===== src/rtl/spi_clgen.sv =====
// spi_clgen: programmable serial clock generator with edge strobes for spi_shift.
// sclk toggles every divider+1 wb_clk cycles while enabled, parks at cpol when idle,
// and after the final bit returns to idle with a one-cycle done pulse.
module spi_clgen #(
    parameter int unsigned DIVIDER_LEN = 16
) (
    input  logic                   wb_clk,
    input  logic                   wb_reset,
    input  logic                   enable,
    input  logic                   go,
    input  logic                   last,
    input  logic                   cpol,
    input  logic [DIVIDER_LEN-1:0] divider,
    output logic                   sclk,
    output logic                   cpol_0,
    output logic                   cpol_1,
    output logic                   done
);

    localparam int unsigned CW = DIVIDER_LEN;

    logic [CW-1:0] r_cnt;
    logic          r_sclk;
    logic          r_cpol_0;
    logic          r_cpol_1;
    logic          r_done;
    logic          r_armed;

    logic [CW-1:0] w_cnt_nxt;
    logic          w_sclk_nxt;
    logic          w_cpol_0_nxt;
    logic          w_cpol_1_nxt;
    logic          w_done_nxt;
    logic          w_armed_nxt;
    logic          w_cnt_zero;
    logic          w_toggle;
    logic          w_stop;

    // Half-period expiry and edge qualification; after last only a return-to-idle edge is allowed.
    assign w_cnt_zero = (r_cnt == '0);
    assign w_toggle   = enable & w_cnt_zero & (~last | (r_sclk ^ cpol));
    assign w_stop     = enable & last & r_armed & w_cnt_zero;

    // Next-state logic for counter, sclk, strobes and done qualification.
    always_comb begin
        w_cnt_nxt    = r_cnt;
        w_sclk_nxt   = r_sclk;
        w_cpol_0_nxt = 1'b0;
        w_cpol_1_nxt = 1'b0;
        w_done_nxt   = 1'b0;
        w_armed_nxt  = r_armed | go;
        if (!enable) begin
            // Preload so the first edge lands divider+1 cycles after enable rises.
            w_cnt_nxt  = divider;
            w_sclk_nxt = cpol;
        end else begin
            w_cnt_nxt    = w_cnt_zero ? divider : (r_cnt - CW'(1));
            w_sclk_nxt   = w_toggle ? ~r_sclk : r_sclk;
            w_cpol_0_nxt = w_toggle & ~r_sclk;
            w_cpol_1_nxt = w_toggle & r_sclk;
            // At this expiry sclk is either restored to cpol by the toggle or already there.
            if (w_stop) begin
                w_done_nxt  = 1'b1;
                w_armed_nxt = 1'b0;
            end
        end
    end

    // State register with asynchronous active-low reset.
    always_ff @(posedge wb_clk or negedge wb_reset) begin
        if (!wb_reset) begin
            r_cnt    <= '1;
            r_sclk   <= 1'b0;
            r_cpol_0 <= 1'b0;
            r_cpol_1 <= 1'b0;
            r_done   <= 1'b0;
            r_armed  <= 1'b0;
        end else begin
            r_cnt    <= w_cnt_nxt;
            r_sclk   <= w_sclk_nxt;
            r_cpol_0 <= w_cpol_0_nxt;
            r_cpol_1 <= w_cpol_1_nxt;
            r_done   <= w_done_nxt;
            r_armed  <= w_armed_nxt;
        end
    end

    assign sclk   = r_sclk;
    assign cpol_0 = r_cpol_0;
    assign cpol_1 = r_cpol_1;
    assign done   = r_done;

endmodule


===== config.mk =====
export PLATFORM = sky130hd
export DESIGN_NAME = spi_clgen
export DESIGN_NICKNAME = d
export VERILOG_FILES = /design/src/rtl/spi_clgen.sv
export SDC_FILE = /design/constraint.sdc
export NUM_CORES = 1
export LEC_CHECK = 0
export CAP_MARGIN = 25
export CORE_UTILIZATION = 49
export CTS_BUF_LIST = sky130_fd_sc_hd__clkbuf_4 sky130_fd_sc_hd__clkbuf_8 sky130_fd_sc_hd__clkbuf_16
export CTS_CLUSTER_DIAMETER = 60
export DETAILED_ROUTE_END_ITERATION = 8
export GPL_ROUTABILITY_DRIVEN = 0
export MAX_ROUTING_LAYER = met4
export PLACE_DENSITY = 0.78
export REMOVE_ABC_BUFFERS = 1
export SYNTH_ARGS = -nofsm -noshare
export SYNTH_HDL_FRONTEND = slang
export SYNTH_SLANG_ARGS = --single-unit
export TNS_END_PERCENT = 50

===== constraint.sdc =====
create_clock -name wb_clk -period 2.2 [get_ports wb_clk]
set_input_delay 0.44 -clock wb_clk [delete_from_list [all_inputs] [get_ports wb_clk]]
set_output_delay 0.44 -clock wb_clk [all_outputs]
set_load 0.005 [all_outputs]

==> results of run 1 <==
[worst max-delay path: stages, from the launching register on]
cell	delay [ps]
dfstp_2	400
inv_1	70
ha_1	130
or4b_1	540
o41ai_4	270
buf_4	280
nand2b_1	80
o31a_2	110
[cells in the final DEF (no fill, tap or decap), types with 2 or more instances in the layout]
cell type        Yosys  routed
nor4_1               2       2
ha_1                 2       2
nand2_1             22      22
nor2b_1              2       2
xor2_1               9       9
xnor2_1              3       3
buf_4                0       5
nand4_1              2       2
nand3_1              3       3
clkdlybuf4s50_1      0      25
inv_1                2       2
dfstp_2             16      16
or4_4                2       2
dfrtp_1              5       5
nor2_1               6       6
nor3_1               5       5
o21ai_0             15      15
nand2b_1             2       2
clkbuf_4             0       3
and3_1               2       2
[metal layers]
metal | GRT usage, % | vias up
met3 | 3.87 | 5
met1 | 24.7 | 425
met2 | 36.4 | 23
met5 | - | -
met4 | 9.72 | 0
li1 | - | 472
[report_power, final]
part | switching (uW) | internal [uW]
Combinational | 81.9 | 98.6
Clock | 122 | 68.0
Sequential | 42.8 | 448
[metrics by stage]
step	total power, uW	setup WS (ps)
after floorplan	588	-6.75
final	861	261
after detailed placement	679	259
after CTS	873	236
after global placement	671	282
after global routing	910	133
[area by class of cell]
cell class / count / area [sq um] / share of cell area, %
clock buffer: 3 / 22.5 / 1.52
clock inverter: 1 / 5.00 / 0.337
inverter: 2 / 7.51 / 0.505
multi-input combinational: 91 / 582 / 39.2
sequential: 21 / 546 / 36.7
tap: 28 / 35.0 / 2.36
timing repair buffer: 30 / 288 / 19.4
[flip-flops by register name, indices dropped and copies added, names as in the netlist]
signal	count
r_cnt	16
cpol_0	1
cpol_1	1
done	1
r_armed	1
sclk	1
[cells by family after synthesis]
family,Yosys count
buffers and inverters,5
flip-flops,21
AO/OA/AOI/OAI,21
XOR/XNOR,12
multiplexers,1
adder cells (fa/ha/maj),2
AND/OR/NAND/NOR,55
[final timing paths]
| kind | start | to | slack (ps) | cells past startpoint |
|---|---|---|---|---|
| worst max-delay path | r_cnt[0] | r_cnt[15] | 260 | 7 |
| worst min-delay path | wb_reset | cpol_1 | 460 | 2 |
| worst max register to register | r_cnt[0] | r_cnt[15] | 260 | 7 |
| worst min register to register | r_armed | r_armed | 500 | 1 |
| max in group asynchronous | wb_reset | r_cnt[0] | 1470 | 2 |
| min in group wb_clk | r_armed | r_armed | 500 | 1 |
==> metrics.md, run 1 <==
| Metric | Value |
|---|---|
| Clock Latency Late Sink | 310 ps |
| Antenna violations before repair | 0 |
| Crit end category | flop |
| Fill count | approximately 190 |
| Max Slew Vio Count | 0 |
| Drt first pass iters | 4 |
| Final ANT Viol Nets | 0 |
| LEAKAGE | a little under 0.0006 uW |
| First-pass GRT wire length | 3.95 mm |
| Cell taking the most area after synthesis | dfstp_2 |
| Max Clk Rate | ~520 MHz |
| Largest family of logic cells by synthesized area | simple AND/OR/NAND/NOR gates |
| IO Count | 26 |
| Final Hold Fails | 0 |
| Final net count | about 170 |
| Total global routing overflow | 0 |
| Register area share after synthesis | a little under half |
| Synth area leaders | dfstp_2 (36%), dfrtp_1 (11%), nand2_1 (7.1%) |
| Final Critical Period | between 1500 and 2000 ps |
| Placed Area | ~0.0015 sq mm |
| Top cells by count, synth | nand2_1 (22), dfstp_2 (16), o21ai_0 (15) |
| Share of flip-flops with an asynchronous set or reset | 100% |
| Status | completed |
| Post-synth top flop | dfstp_2 |
| YS warnings | 0 |
| Max layer used | met4 |
| Post-Synth Simple-Gate Area | 25.4% |
| Setup CP Type | reg2reg |
| N_diodes | 0 |
| Xor/xnor share of the synthesized area | under 10% |
| Core Rows | 17 |
| Most common cell in the netlist | nand2_1 |
| Final core occ | between 60 and 70% |
| Worst slew pin tran | between 600 and 700 ps |
| Root Driver | clkbuf_4 |
| Class of the worst hold path | in2async |
| Max Root-Sink Buffers | 2 |
| Period utilization | slightly below 90% |
| Met2 wire len | about 1.1 mm |
| Synth-to-Final Area Change | 27.1% |
| Vias/cell | between 5 and 6 |
| DRT iter0 DRCs | 11 |
| Unique masters post-synth | 32 |
| Final non-filler cell area | roughly 0.0015 sq mm |
| Total CTS buffers | 3 |
| Post-synth top area share | around 36% |
| Initial Util | roughly 52% |
| Final setup vio count | 0 |
| Slew HR | 54.0% |
| Multiplexer share of the synthesized area | less than 1% |
| Detail Route met3 WL | roughly 96 um |
| Vias in the first global route | 916 |
| Largest net degree at the start of global routing | 23 |
| Die W | ~50 um |
| # port buffers | 25 |
| Unrepaired setup endpoints after global routing | no |
| Avg Cell Area, Syn | 9.99 sq um |
| Compound-Gate Fraction of Synth Area | roughly an eighth |
| Die footprint | approximately 0.0026 sq mm |
| Global Route Usage Sum | approximately 21% |
| Layout cells sized above 1 | a little over a fifth |
| Drt drc | 0 |
| Worst endpoint data arrival time | roughly 2200 ps |
| Hold Buf Count CTS | 0 |
| Maximum vdd drop | between 400 and 500 uV |
| Clock transition at path regs | between 100 and 150 ps |
| Final WL | 2.30 mm |
| CTS tree | done |
| CP startpoint kind | flop |
| Resized cells post-CTS | 0 |
| Post-synth EDFFs | 0 |
| Critical Path RT | roughly 2500 ps |
| WL met1 | approximately 1.0 mm |
| H-tree Lvls | 1 |
| Inst Count DP | roughly 170 |
| DR WL/cell | approximately 13 um |
| Detail Placement HPWL | between 1.5 and 2 mm |
| Fin Setup TNS | 0 ps |
| Crit path max fanout | 22 |
| Fin Hold WS | roughly 460 ps |
| Post-Synth Adder-Cell Area | 2.14% |
| Synthesis-stage register bit count | 21 |
| Core Area | 0.00223 sq mm |
| Max Cap Viol | 0 |
| Pwr/cell area | between 500 and 600 mW/mm^2 |
| Die height | between 50 and 60 um |
| Vias | roughly 930 |
| Clk_skew | around 9.5 ps |
| Cells after synthesis | 117 |
| Number of clock sinks | 21 |
| Post-Synthesis Cell Area | 0.00117 sq mm |
| Final Non-Filler Cells | 176 |
| Post CTS Setup Buffer Count | 0 |
No activity file was read; power rests on OpenSTA's default activity.
==> run 2: changes to the inputs <==
--- a/config.mk
+++ b/config.mk
@@ -16,2 +16,3 @@
 export REMOVE_ABC_BUFFERS = 1
+export SKIP_LAST_GASP = 1
 export SYNTH_ARGS = -nofsm -noshare
--- a/constraint.sdc
+++ b/constraint.sdc
@@ -3,2 +3,2 @@
 set_output_delay 0.44 -clock wb_clk [all_outputs]
-set_load 0.005 [all_outputs]
+set_load 0.1 [all_outputs]
==> metrics.md, run 2 (same netlist as run 1, synthesis figures left out) <==
| Metric | Value |
|---|---|
| Status | completed |
| Max Cap Viol | 0 (unchanged) |
| Number of clock sinks | 21 (unchanged) |
| Final ANT Viol Nets | 0 (unchanged) |
| Final core occ | 66.1% (-0.45 points) |
| IO Count | 26 (unchanged) |
| Number of flip-flops in the largest register | 16 (unchanged) |
| Vias | 928 (+0.32%) |
| Maximum vdd drop | 487 uV (+8.7%) |
| Detail Placement HPWL | 1.67 mm (-4.1%) |
| Initial Util | 52.3% (unchanged) |
| Final Hold Fails | 0 (unchanged) |
| Die footprint | 0.00258 sq mm (unchanged) |
| CP Buf/Inv Count | 2 (unchanged) |
| Placed Area | 0.00145 sq mm (-0.69%) |
| Core Rows | 17 (unchanged) |
| # port buffers | 25 (unchanged) |
| Layout cells sized above 1 | 24.3% (+2.7 points) |
| Vias/cell | 5.27 (+0.32%) |
| CP top delay family | simple AND/OR/NAND/NOR gates |
| Root Driver | clkbuf_4 |
| H-tree Lvls | 1 (unchanged) |
| Final Non-Filler Cells | 176 (unchanged) |
| First-pass GRT wire length | 3.88 mm (-1.6%) |
| Final WL | 2.28 mm (-0.74%) |
| Pwr/cell area | 594 mW/mm^2 (+2.4%) |
| Global Route Usage Sum | 21.0% (-0.45 points) |
| Largest Register | r_cnt |
| LEAKAGE | 0.000584 uW (+1.3%) |
| CTS tree | done |
| Resized cells post-CTS | 0 (unchanged) |
| Worst slew pin tran | 751 ps (+62.5 ps) |
| Largest net degree at the start of global routing | 23 (unchanged) |
| Crit-path cells | inv_1 > ha_1 > or4b_1 > o41ai_4 > buf_4 > nand2b_1 > o31a_2 |
| CP peak stage delay | 530 ps (about the same) |
| Fin Hold WS | 445 ps (-10.9 ps) |
| Most frequent cells in the layout | nand2_1 (22), clkdlybuf4s50_1 (21), dfstp_2 (16), o21ai_0 (15) |
| Crit path max fanout | 22 (unchanged) |
| Final setup vio count | 0 (unchanged) |
| Reg2Reg Capture Point | r_cnt[15] |
| Total CTS buffers | 3 (unchanged) |
| Core Area | 0.00223 sq mm (unchanged) |
| CP startpoint kind | flop |
| Die height | 50.8 um (unchanged) |
| Final WS setup | 253 ps (-7.64 ps) |
| Class of the worst hold path | in2async |
| CP max-delay cell | or4b_1 |
| DRT iter0 DRCs | 14 (+3) |
| Vias in the first global route | 933 (+1.9%) |
| Max Clk Rate | 514 MHz (-0.39%) |
| Critical Path RT | 2440 ps (about the same) |
| DR WL/cell | 13.0 um (-0.74%) |
| R2R Setup Slk | 250 ps (about the same) |
| Max Slew Vio Count | 0 (unchanged) |
| Hold Buf Count CTS | 0 (unchanged) |
| Antenna violations before repair | 0 (unchanged) |
| Leading cell type in the layout, fill and taps excluded | nand2_1 |
| R2R depth | 7 (unchanged) |
| Final non-filler cell area | 0.00148 sq mm (-0.67%) |
| Max Root-Sink Buffers | 2 (unchanged) |
| Clock Latency Late Sink | 320 ps (about the same) |
| Unrepaired setup endpoints after global routing | no |
| Setup CP Type | reg2reg |
| Period utilization | 88.5% (+0.35 points) |
| Clk_skew | 14.7 ps (+5.25 ps) |
| Inst Count DP | 172 (unchanged) |
| Crit. path cell count | 7 (unchanged) |
| Drt first pass iters | 4 (unchanged) |
| Total global routing overflow | 0 (unchanged) |
| Synth-to-Final Area Change | 26.2% |
| Final net count | 173 (unchanged) |
| Crit end category | flop |
| Drt drc | 0 (unchanged) |
| Clock transition at path regs | 130 ps (about the same) |
| Slew HR | 49.8% (-4.2 points) |
| Final Critical Period | 1950 ps (+7.64 ps) |
| FF-to-FF Start | r_cnt[0] |
| Post CTS Setup Buffer Count | 0 (unchanged) |
| Pre-CTS WS | 253 ps (-5.97 ps) |
| Die W | 50.8 um (unchanged) |
| N_diodes | 0 (unchanged) |
| Worst endpoint data arrival time | 2190 ps (about the same) |
[run 2: changes by cell type in the layout (fill, tap and decap cells not counted)]
cell,previous run,this run
buf_4,5,9
clkdlybuf4s50_1,25,21
[run 2: power breakdown]
part           leakage, uW  internal (uW)  total (uW)  switching [uW]
sequential        0.000231            447         490            42.9
clock            0.0000177           68.0         193             125
combinational     0.000335           97.9         192            94.2
total             0.000584            613         876             262
[run 2: worst reg2reg max path, stage by stage (launching register included)]
cell	delay, ps
dfstp_2	400
inv_1	70
ha_1	140
or4b_1	530
o41ai_4	260
buf_4	280
nand2b_1	80
o31a_2	120
[run 2: how the worst max path moves through the flow]
stage                     end     start
global route        r_cnt[15]  r_cnt[0]
finish              r_cnt[15]  r_cnt[0]
CTS                      sclk  r_cnt[0]
floorplan           r_cnt[15]  r_cnt[0]
detailed placement  r_cnt[15]  r_cnt[0]
global placement         sclk  r_cnt[0]
[run 2: per-layer routing]
layer	GRT usage, %	part of all wire (%)
met2	33.3	47
met3	3.27	5.1
met4	13.0	1.8
met1	25.1	46
met5	-	0
[run 2: layout make-up]
| cell class | count | area [sq um] |
|---|---|---|
| repair buffers | 30 | 278 |
| well taps | 28 | 35.0 |
| fillers | 180 | 758 |
| clock buffers | 3 | 22.5 |
| clock inverters | 1 | 5.00 |
| multi-input cells | 91 | 582 |
| flip-flops and latches | 21 | 546 |
| inverters | 2 | 7.51 |
[run 2: through the flow]
| step | setup TNS (ps) | total power, uW |
|---|---|---|
| after floorplan | -6.75 | 600 |
| after global placement | 0 | 682 |
| after detailed placement | 0 | 689 |
| after CTS | 0 | 886 |
| after global routing | 0 | 923 |
| final | 0 | 876 |
